--- src/rtl/regfile_pkg.sv ---
// Purpose : shared constants and types for the register-file write arbiter.
// Latency : n/a (package only).
// Backpressure: n/a (package only).
//
// Contents: default DATA_W/ADDR_W, per-register outstanding-write counter limit,
// and the requester-id enum used by the round-robin pointer.
package regfile_pkg;

  localparam int DEF_DATA_W = 32;
  localparam int DEF_ADDR_W = 4;

  // Largest value of the 2-bit outstanding-write counter; reservations stall here.
  localparam logic [1:0] CNT_MAX = 2'd3;

  typedef enum logic {
    REQ_ALU = 1'b0,
    REQ_MEM = 1'b1
  } req_id_e;

endpackage

--- src/rtl/regfile_write_arbiter_if.sv ---
// Purpose : bundles the writeback requesters, reservation port, register-file write port and status.
// Latency : n/a (signal bundle only).
// Backpressure: valid/ready on alu, mem and reserve; the slave drives the readies.
//
// Ports (slave view): alu_*/mem_* writeback requests in, reserve_* reservation in,
// rf_* write port out, busy_mask out, err_unreserved out (only when RF_ERR_EN is defined).
interface regfile_write_arbiter_if
  import regfile_pkg::*;
#(
  parameter int DATA_W = DEF_DATA_W,
  parameter int ADDR_W = DEF_ADDR_W
);
  localparam int NUM_REGS = 2 ** ADDR_W;

  logic              alu_valid;
  logic              alu_ready;
  logic [ADDR_W-1:0] alu_reg;
  logic [DATA_W-1:0] alu_data;

  logic              mem_valid;
  logic              mem_ready;
  logic [ADDR_W-1:0] mem_reg;
  logic [DATA_W-1:0] mem_data;

  logic              reserve_valid;
  logic              reserve_ready;
  logic [ADDR_W-1:0] reserve_reg;

  logic              rf_regWrite;
  logic [ADDR_W-1:0] rf_writeRegister;
  logic [DATA_W-1:0] rf_writeData;

  logic [NUM_REGS-1:0] busy_mask;
`ifdef RF_ERR_EN
  logic              err_unreserved;
`endif

  modport master (
    output alu_valid, alu_reg, alu_data,
    input  alu_ready,
    output mem_valid, mem_reg, mem_data,
    input  mem_ready,
    output reserve_valid, reserve_reg,
    input  reserve_ready,
    input  rf_regWrite, rf_writeRegister, rf_writeData,
    input  busy_mask
`ifdef RF_ERR_EN
    , input err_unreserved
`endif
  );

  modport slave (
    input  alu_valid, alu_reg, alu_data,
    output alu_ready,
    input  mem_valid, mem_reg, mem_data,
    output mem_ready,
    input  reserve_valid, reserve_reg,
    output reserve_ready,
    output rf_regWrite, rf_writeRegister, rf_writeData,
    output busy_mask
`ifdef RF_ERR_EN
    , output err_unreserved
`endif
  );

endinterface

--- src/rtl/rr_arbiter2.sv ---
// Purpose : two-way round-robin arbiter, one-hot grant.
// Latency : grant is combinational from req and the pointer; pointer updates on the granting edge.
// Backpressure: every grant is a transfer (requesters hold valid until granted).
//
// Ports: clock, reset_n (async active-low), req[1:0] (bit0 = ALU, bit1 = MEM), grant[1:0] one-hot.
module rr_arbiter2
  import regfile_pkg::*;
(
  input  logic       clock,
  input  logic       reset_n,
  input  logic [1:0] req,
  output logic [1:0] grant
);

  req_id_e last_q, last_d;

  always_comb begin
    grant  = 2'b00;
    last_d = last_q;
    case (req)
      2'b01:   grant = 2'b01;
      2'b10:   grant = 2'b10;
      // Contested: whoever did not win last time goes now.
      2'b11:   grant = (last_q == REQ_ALU) ? 2'b10 : 2'b01;
      default: grant = 2'b00;
    endcase
    if (grant[0]) begin
      last_d = REQ_ALU;
    end else if (grant[1]) begin
      last_d = REQ_MEM;
    end
  end

  // Reset to "MEM granted last" so the ALU wins the first contested cycle.
  always_ff @(posedge clock or negedge reset_n) begin
    if (!reset_n) begin
      last_q <= REQ_MEM;
    end else begin
      last_q <= last_d;
    end
  end

endmodule

--- src/rtl/regfile_write_arbiter.sv ---
// Purpose : arbitrates ALU and load writebacks onto one register-file write port and tracks reservations.
// Latency : 1 cycle from accepted transfer to rf_regWrite; busy_mask registered.
// Backpressure: one writeback ready per cycle (round-robin); reserve_ready low when the target counter is saturated.
//
// Ports: clock, reset_n (async active-low), bus (regfile_write_arbiter_if.slave).
// Optional: define RF_ERR_EN to add the sticky err_unreserved flag (writes to an unreserved register).
module regfile_write_arbiter
  import regfile_pkg::*;
#(
  parameter int DATA_W = DEF_DATA_W,
  parameter int ADDR_W = DEF_ADDR_W
) (
  input logic                    clock,
  input logic                    reset_n,
  regfile_write_arbiter_if.slave bus
);

  localparam int NUM_REGS = 2 ** ADDR_W;

  logic [1:0]          req;
  logic [1:0]          grant;
  logic                xfer;
  logic                rsv_fire;
  logic [ADDR_W-1:0]   xfer_reg;
  logic [DATA_W-1:0]   xfer_data;

  logic [NUM_REGS-1:0][1:0] cnt_q, cnt_d;
  logic [NUM_REGS-1:0]      busy_q, busy_d;
  logic [NUM_REGS-1:0]      rsv_hit, wr_hit;

  logic                we_q;
  logic [ADDR_W-1:0]   wreg_q;
  logic [DATA_W-1:0]   wdata_q;

  assign req = {bus.mem_valid, bus.alu_valid};

  rr_arbiter2 u_rr (
    .clock   (clock),
    .reset_n (reset_n),
    .req     (req),
    .grant   (grant)
  );

  // Readies are forced low while in reset; grant already implies valid.
  assign bus.alu_ready     = reset_n & grant[0];
  assign bus.mem_ready     = reset_n & grant[1];
  assign bus.reserve_ready = reset_n & (cnt_q[bus.reserve_reg] != CNT_MAX);

  assign xfer      = reset_n & (grant[0] | grant[1]);
  assign rsv_fire  = bus.reserve_valid & reset_n & (cnt_q[bus.reserve_reg] != CNT_MAX);
  assign xfer_reg  = grant[1] ? bus.mem_reg  : bus.alu_reg;
  assign xfer_data = grant[1] ? bus.mem_data : bus.alu_data;

  // A reservation and a write to the same register on one edge cancel out;
  // a write to an idle register leaves its counter at zero.
  always_comb begin
    cnt_d   = cnt_q;
    busy_d  = '0;
    rsv_hit = '0;
    wr_hit  = '0;
    for (int i = 0; i < NUM_REGS; i++) begin
      rsv_hit[i] = rsv_fire && (bus.reserve_reg == ADDR_W'(i));
      wr_hit[i]  = xfer && (xfer_reg == ADDR_W'(i));
      if (rsv_hit[i] && !wr_hit[i]) begin
        cnt_d[i] = cnt_q[i] + 2'd1;
      end else if (wr_hit[i] && !rsv_hit[i] && (cnt_q[i] != 2'd0)) begin
        cnt_d[i] = cnt_q[i] - 2'd1;
      end
      busy_d[i] = (cnt_d[i] != 2'd0);
    end
  end

  always_ff @(posedge clock or negedge reset_n) begin
    if (!reset_n) begin
      cnt_q   <= '0;
      busy_q  <= '0;
      we_q    <= 1'b0;
      wreg_q  <= '0;
      wdata_q <= '0;
    end else begin
      cnt_q  <= cnt_d;
      busy_q <= busy_d;
      we_q   <= xfer;
      if (xfer) begin
        wreg_q  <= xfer_reg;
        wdata_q <= xfer_data;
      end
    end
  end

  assign bus.rf_regWrite      = we_q;
  assign bus.rf_writeRegister = wreg_q;
  assign bus.rf_writeData     = wdata_q;
  assign bus.busy_mask        = busy_q;

`ifdef RF_ERR_EN
  logic err_q;

  always_ff @(posedge clock or negedge reset_n) begin
    if (!reset_n) begin
      err_q <= 1'b0;
    end else if (xfer && (cnt_q[xfer_reg] == 2'd0)) begin
      err_q <= 1'b1;
    end
  end

  assign bus.err_unreserved = err_q;
`endif

endmodule
--- src/flat_wrapper.sv ---
// flat-port wrapper written by rule: the top's interface ports become plain ports
module regfile_write_arbiter_flat import regfile_pkg::*;
#(
  parameter int DATA_W = DEF_DATA_W,
  parameter int ADDR_W = DEF_ADDR_W
)
  (clock, reset_n, bus_alu_valid, bus_alu_reg, bus_alu_data, bus_alu_ready, bus_mem_valid, bus_mem_reg, bus_mem_data, bus_mem_ready, bus_reserve_valid, bus_reserve_reg, bus_reserve_ready, bus_rf_regWrite, bus_rf_writeRegister, bus_rf_writeData, bus_busy_mask);
  regfile_write_arbiter_if #(.DATA_W(DATA_W), .ADDR_W(ADDR_W)) bus_i ();
  input logic clock;
  input logic reset_n;
  input wire logic [$bits(bus_i.alu_valid)-1:0] bus_alu_valid;
  input wire logic [$bits(bus_i.alu_reg)-1:0] bus_alu_reg;
  input wire logic [$bits(bus_i.alu_data)-1:0] bus_alu_data;
  output wire logic [$bits(bus_i.alu_ready)-1:0] bus_alu_ready;
  input wire logic [$bits(bus_i.mem_valid)-1:0] bus_mem_valid;
  input wire logic [$bits(bus_i.mem_reg)-1:0] bus_mem_reg;
  input wire logic [$bits(bus_i.mem_data)-1:0] bus_mem_data;
  output wire logic [$bits(bus_i.mem_ready)-1:0] bus_mem_ready;
  input wire logic [$bits(bus_i.reserve_valid)-1:0] bus_reserve_valid;
  input wire logic [$bits(bus_i.reserve_reg)-1:0] bus_reserve_reg;
  output wire logic [$bits(bus_i.reserve_ready)-1:0] bus_reserve_ready;
  output wire logic [$bits(bus_i.rf_regWrite)-1:0] bus_rf_regWrite;
  output wire logic [$bits(bus_i.rf_writeRegister)-1:0] bus_rf_writeRegister;
  output wire logic [$bits(bus_i.rf_writeData)-1:0] bus_rf_writeData;
  output wire logic [$bits(bus_i.busy_mask)-1:0] bus_busy_mask;
  assign bus_i.alu_valid = bus_alu_valid;
  assign bus_i.alu_reg = bus_alu_reg;
  assign bus_i.alu_data = bus_alu_data;
  assign bus_alu_ready = bus_i.alu_ready;
  assign bus_i.mem_valid = bus_mem_valid;
  assign bus_i.mem_reg = bus_mem_reg;
  assign bus_i.mem_data = bus_mem_data;
  assign bus_mem_ready = bus_i.mem_ready;
  assign bus_i.reserve_valid = bus_reserve_valid;
  assign bus_i.reserve_reg = bus_reserve_reg;
  assign bus_reserve_ready = bus_i.reserve_ready;
  assign bus_rf_regWrite = bus_i.rf_regWrite;
  assign bus_rf_writeRegister = bus_i.rf_writeRegister;
  assign bus_rf_writeData = bus_i.rf_writeData;
  assign bus_busy_mask = bus_i.busy_mask;
  regfile_write_arbiter #(.DATA_W(DATA_W), .ADDR_W(ADDR_W)) u_core (.clock(clock), .reset_n(reset_n), .bus(bus_i));
endmodule
--- config.mk ---
export PLATFORM = sky130hd
export DESIGN_NAME = regfile_write_arbiter_flat
export DESIGN_NICKNAME = d
export VERILOG_FILES = /design/src/rtl/regfile_pkg.sv /design/src/rtl/regfile_write_arbiter_if.sv /design/src/rtl/rr_arbiter2.sv /design/src/rtl/regfile_write_arbiter.sv /design/src/flat_wrapper.sv
export SDC_FILE = /design/constraint.sdc
export NUM_CORES = 1
export LEC_CHECK = 0
export ABC_AREA = 1
export BUFFER_PORTS_ARGS = -buffer_cell sky130_fd_sc_hd__buf_4
export CORE_ASPECT_RATIO = 0.8
export CORE_MARGIN = 2
export CORE_UTILIZATION = 45
export DETAILED_ROUTE_END_ITERATION = 16
export PLACE_DENSITY = 0.7
export SLEW_MARGIN = 15
export SYNTH_ARGS = -nofsm -noshare
export SYNTH_HDL_FRONTEND = slang
export SYNTH_SLANG_ARGS = --single-unit
export TNS_END_PERCENT = 1
--- constraint.sdc ---
create_clock -name clock -period 2.4 [get_ports clock]
set_clock_uncertainty 0.15 [all_clocks]
set_input_delay 0.12 -clock clock [delete_from_list [all_inputs] [get_ports clock]]
set_output_delay 0.12 -clock clock [all_outputs]
set_load 0.01 [all_outputs]
After elaboration in Yosys (flattened, before gate mapping):

Index checks and enable logic that the tools add are counted.

* logic and storage cells: 282
* bits of input ports: 81
* output and inout bits: 56
* flip-flop bits (word level): 86

* equal/unequal tests: 34
* muxes and demuxes: 40
* bitwise gates (word level): 7
* reduce and logical (&&, ||, !) cells: 147
* add/subtract/negate cells: 32
* order comparisons: 1

Operators with widths (number)
* logical AND 1 bit: 80
* two-way mux 2 bit: 34
* nonzero test 2 bit: 33
* equality test 4 bit (second input constant): 16
* adder 2 x 1 -> 2 bit (second input constant): 16
* equality test 4 x 3 -> 1 bit (second input constant): 8
* zero test 1 bit: 32
* two-way mux 32 bit: 1
* subtractor 2 x 1 -> 2 bit (second input constant): 16
* equality test 4 x 2 -> 1 bit (second input constant): 4
* binary-select mux 2 bit (select 4 bit): 1
* equality test 4 x 1 -> 1 bit (second input constant): 2
* zero test 4 bit: 2
* AND 1 bit: 6
* case mux 2 bit (3 select lines): 1
* < comparator 4 x 5 -> 1 bit (second input constant): 1
* equality test 2 bit (second input constant): 2
* two-way mux 4 bit: 1
* equality test 2 x 1 -> 1 bit (second input constant): 1
* two-way mux 1 bit: 2
* != test 2 bit (second input constant): 1
* OR 1 bit: 1

Depth between registers and ports, before layout:

* depth after elaboration: 11
* depth in mapped cells: 18
* gate-level depth less buffers: 16

Modules after synthesis:

From an unflattened synthesis, not the netlist that was laid out.

* cell total of the unflattened synthesis: 744
* area, all modules: 5386.4 sq um

Modules (own cells, without submodules)
* regfile_write_arbiter: area an instance 5321.4 sq um, seq. area each 2127.0 sq um, cells each 733, times used 1
* rr_arbiter2: area an instance 65.1 sq um, seq. area each 26.3 sq um, cells each 11, times used 1

Worst setup path before layout:

Ideal clock, no wire load.

* path type: register to register
* start point: register u_core.u_rr.last_q
* end point: register u_core.busy_q[7] (netlist: u_core.bus.busy_mask[7])
* stages on the path, launching flop included: 15
* setup slack: 0.404 ns
* buffers on the path: 1
* library setup time: 0.126 ns
* period minus slack after synthesis: 1.996 ns
* data required time: 2.124 ns
* data arrival time: 1.720 ns
* cells stage by stage: dfstp_2 -> nand2_1 -> nand2_2 -> buf_6 -> nand2_1 -> o21ai_2 -> inv_1 -> nor2_1 -> nand2_1 -> nor2_1 -> nand2_2 -> nand2_1 -> nand2_1 -> nand2_1 -> nand3_1

* word-level cells in the longest chain between the ends: 10
* elaborated cells between the ends (all ways): 14
* those cells by class: eq/ne (1); mux (5); bitwise (2); reduce/logical (6)

Ends and longest elaborated chain
* start: declaration: line rr_arbiter2.sv:15 `req_id_e last_q, last_d;`
* start signal: assignment: line rr_arbiter2.sv:39 `last_q <= last_d;`
* two-way mux 2 bit *: line rr_arbiter2.sv:24 `2'b11: grant = (last_q == REQ_ALU) ? 2'b10 : 2'b01;`
* case mux 2 bit (3 select lines) *: line rr_arbiter2.sv:20 `case (req)`
* two-way mux 4 bit or OR 1 bit (tied branches): line regfile_write_arbiter.sv:51, regfile_write_arbiter.sv:49
* equality test 4 x 3 -> 1 bit or AND 1 bit (tied branches): line regfile_write_arbiter.sv:63, regfile_write_arbiter.sv:49
* logical AND 1 bit *: line regfile_write_arbiter.sv:63 `wr_hit[i] = xfer && (xfer_reg == ADDR_W'(i));`
* logical AND 1 bit (2 in series): line regfile_write_arbiter.sv:66 `end else if (wr_hit[i] && !rsv_hit[i] && (cnt_q[i] != 2'd0)) begin`
* two-way mux 2 bit: line regfile_write_arbiter.sv:66
* two-way mux 2 bit *: line regfile_write_arbiter.sv:64 `if (rsv_hit[i] && !wr_hit[i]) begin`
* nonzero test 2 bit *: line regfile_write_arbiter.sv:69 `busy_d[i] = (cnt_d[i] != 2'd0);`
* net u_core.busy_d[7]: line regfile_write_arbiter.sv:28 `logic [NUM_REGS-1:0] busy_q, busy_d;`
* end signal: assignment: line regfile_write_arbiter.sv:82 `busy_q <= busy_d;`
* end: declaration: line regfile_write_arbiter.sv:28

The timed path passes the listed nets; every way through them passes the cells marked *.
A chain may end at the register's enable or synchronous reset.

Final worst setup path:

* start point: register u_core.u_rr.last_q
* end point: register u_core.wdata_q[19] (netlist: u_core.bus.rf_writeData[19])

* word-level cells in the longest chain between the ends: 4
* elaborated cells between the ends (all ways): 5
* those cells by class: mux (3); bitwise (2)

Ends and longest elaborated chain
* two-way mux 2 bit *: line rr_arbiter2.sv:24
* case mux 2 bit (3 select lines) *: line rr_arbiter2.sv:20
* OR 1 bit: line regfile_write_arbiter.sv:49 `assign xfer = reset_n & (grant[0] | grant[1]);`
* AND 1 bit: line regfile_write_arbiter.sv:49
* end signal: assignment: line regfile_write_arbiter.sv:86 `wdata_q <= xfer_data;`
* end: declaration: line regfile_write_arbiter.sv:33 `logic [DATA_W-1:0] wdata_q;`

Every way passes the cells marked *; elsewhere a longest branch is shown, timed or not.

==> out/metrics.yaml <==
ant_nets: 0
fp.dieH_um: 99.4
tightest_slew_ns: 0.585
ys_seq_elements: 86
clockBufferDepth: 2
tns_ns: 0
pwr-share-comb: 0.409
core_area_um2: 11000
crit_chain: "nand2_1 > nand2_4 > buf_4 > o21ai_0 > o21ai_0 > dlygate4sd3_1"
final_util: 0.668
grt_antenna_before_repair: 0
slowest_stage: "dlygate4sd3_1"
seqCellArea_um2: 2150
drv_cap: 0
wire_per_inst_um: 14.8
clock-sinks: 86
drt_iter0_markers: 419
start_util: 0.466
slew_violations: 0
clkTransAtPathRegs_ns: 0.06
drt-pass1-iter-count: 5
synth.net_count: 802
drcViolationCount: 0
grt_use_total: 0.265
period_minus_slack_ns: 2.27
post-route-period-util: 0.944
die_area_um2: 12200
grt_pass1_vias: 5404
io_buffer_count: 136
vias_per_cell: 5.26
fill_cells: 895
grt_pass1_wl_um: 25700
timing.hold.ws_ns: -0.0102
antenna_cells: 0
postLayoutCellArea_um2: 7330
cp_common_cell: "o21ai_0"
place_area_um2: 6300
synth_area_um2: 5120
seqPwrFrac: 0.371
htreeDepth: 3
cp-start-kind: "register"
internal_power_mw: 3.75
failed_checks: "negative hold slack"
crit_buf_inv: 2
slew-limit-headroom: 0.610
critical_path.max_stage_delay_ns: 0.59
routed_wl_um: 15700
criticalPathCategory: "register to register"
multiInputGateArea_um2: 2670
clock_power_share: 0.221
p_per_area_nw_per_um2: 814
hold_violations: 1
place.gp.congestion: 0.850
hold_path_class: "input port to register"
rsz0062_at_grt: "true"
rows: 34
grt_max_degree: 47
num_vias: 5558
ys_types: 29
io_pins: 137
cp_max_fo: 32
critPathTopFamily: "buffers and inverters"
syn_avg_cell_area_um2: 7.26
critPathRequiredTime_ns: 2.53
p_leak_nw: 3.75
setup_ws_ns: 0.134
cts_root_buf: "clkbuf_16"
dp_hpwl_um: 10900
clk_latency_ns: 0.35
dp_worst_setup_slack_ns: -0.00359
endpoint_kind: "register"
cp.arrival_ns: 2.40
cts_made_buffers: 9
yosysSeqAreaShare: 0.421
yosys_warnings: 0
drive_gt1_frac: 0.247
p_sw_mw: 2.22
status: "finished with violations"
fp.dieW_um: 123
vdd_drop_max_mv: 0.536
cts_tree: "done"
finalNetCount: 1005
finalSetupViolCount: 0
syn_to_final_growth_pct: 43.2
power.share.switching: 0.371
synthCells: 705
max_freq_mhz: 441
grt_overflow_total: 0
-- Yosys cell counts, drive strengths merged --
master | number | share of area
ha | 16 | 0.039
clkinv | 1 | 0.00073
o21ai | 69 | 0.068
dfrtp | 85 | 0.42
o21a | 1 | 0.0015
dfstp | 1 | 0.0051
inv | 61 | 0.045
nor2 | 74 | 0.055
nand3 | 78 | 0.090
clkbuf | 13 | 0.0095
nor3 | 1 | 0.0020
buf | 12 | 0.021
nand2 | 252 | 0.19
nand4 | 38 | 0.048
a21oi | 3 | 0.0059
-- stage by stage --
| stage | power [mW] | std cells |
|---|---|---|
| 2_1_floorplan | 3.57 | 705 |
| 3_3_place_gp | 4.32 | 974 |
| 3_5_place_dp | 4.43 | 974 |
| 4_1_cts | 5.92 | 1055 |
| 5_1_grt | 6.41 | 1056 |
| 6_report | 5.97 | 1056 |
-- power by group through the flow --
stage	logic, mW	registers [mW]	clock network, mW
3_5_place_dp	2.21	2.22	0
2_1_floorplan	1.32	2.25	0
4_1_cts	2.38	2.21	1.34
3_3_place_gp	2.10	2.22	0
6_report	2.44	2.21	1.32
5_1_grt	2.75	2.26	1.40
-- kinds of logic (layout without fill, tap and decap cells) --
logic type / Yosys count / count (layout) / synth area share
buffers and inverters: 87 / 294 / 0.0763
AND/OR/NAND/NOR: 443 / 443 / 0.388
adder cells (fa/ha/maj): 16 / 16 / 0.0391
AO/OA/AOI/OAI: 73 / 73 / 0.0755
flip-flops: 86 / 86 / 0.421
-- path summary, 6_finish.rpt --
check / startpoint / endpoint / slack (ns) / cells after the start
min in group asynchronous: reset_n / u_core.bus.busy_mask[7] / 0.32 / 3
worst min-delay path: bus_mem_data[21] / u_core.bus.rf_writeData[21] / -0.01 / 3
max in group asynchronous: reset_n / u_core.cnt_q[4] / 1.36 / 3
worst max-delay path: u_core.u_rr.last_q / u_core.bus.rf_writeData[19] / 0.13 / 6
worst max register to register: u_core.u_rr.last_q / u_core.bus.rf_writeData[19] / 0.13 / 6
worst min register to register: u_core.bus.rf_writeRegister[3] / u_core.bus.rf_writeRegister[3] / 0.34 / 2
-- worst min-delay path, stage by stage --
cell and delay (ns):
buf_4 0.07, o21ai_0 0.08, o21ai_0 0.17
-- area by class of cell --
cell class                      instances  area share
Clock inverter                          4     0.00307
Timing Repair Buffer                  217       0.248
Clock buffer                           11      0.0345
Tap cell                              144      0.0246
Multi-Input combinational cell        532       0.364
Sequential cell                        86       0.294
Inverter                               62      0.0318
-- cell usage in the layout, fill, tap and decap left out, drive strengths merged, types with 16 or more instances in the layout --
cell type	n
ha	16
dfrtp	85
o21ai	69
nor2	74
buf	151
nand4	38
nand3	78
dlygate4sd3	66
nand2	252
inv	61
-- state kept, by name (all words and copies together) (netlist names) --
name and count:
u_core.bus.busy_mask 16, u_core.bus.rf_regWrite 1, u_core.bus.rf_writeData 32, u_core.bus.rf_writeRegister 4, u_core.cnt_q 32, u_core.u_rr.last_q 1
-- metal layers --
layer  track usage  wire, um  up-vias
met4        0.0988       418        0
met1         0.347      6750     2639
li1              -         -     2700
met2         0.441      7690      181
met5             0         0        -
met3        0.0442       799       38
-- repair_timing --
item	in CTS	in global routing
hold endpoints to repair	118	0
endpoints found under the setup margin	2	39
resized for setup	1	26
hold buffers	66	0
cloned	0	0
pin swaps	0	1
buffers inserted	0	1
No activity file was read; power rests on OpenSTA's default activity.
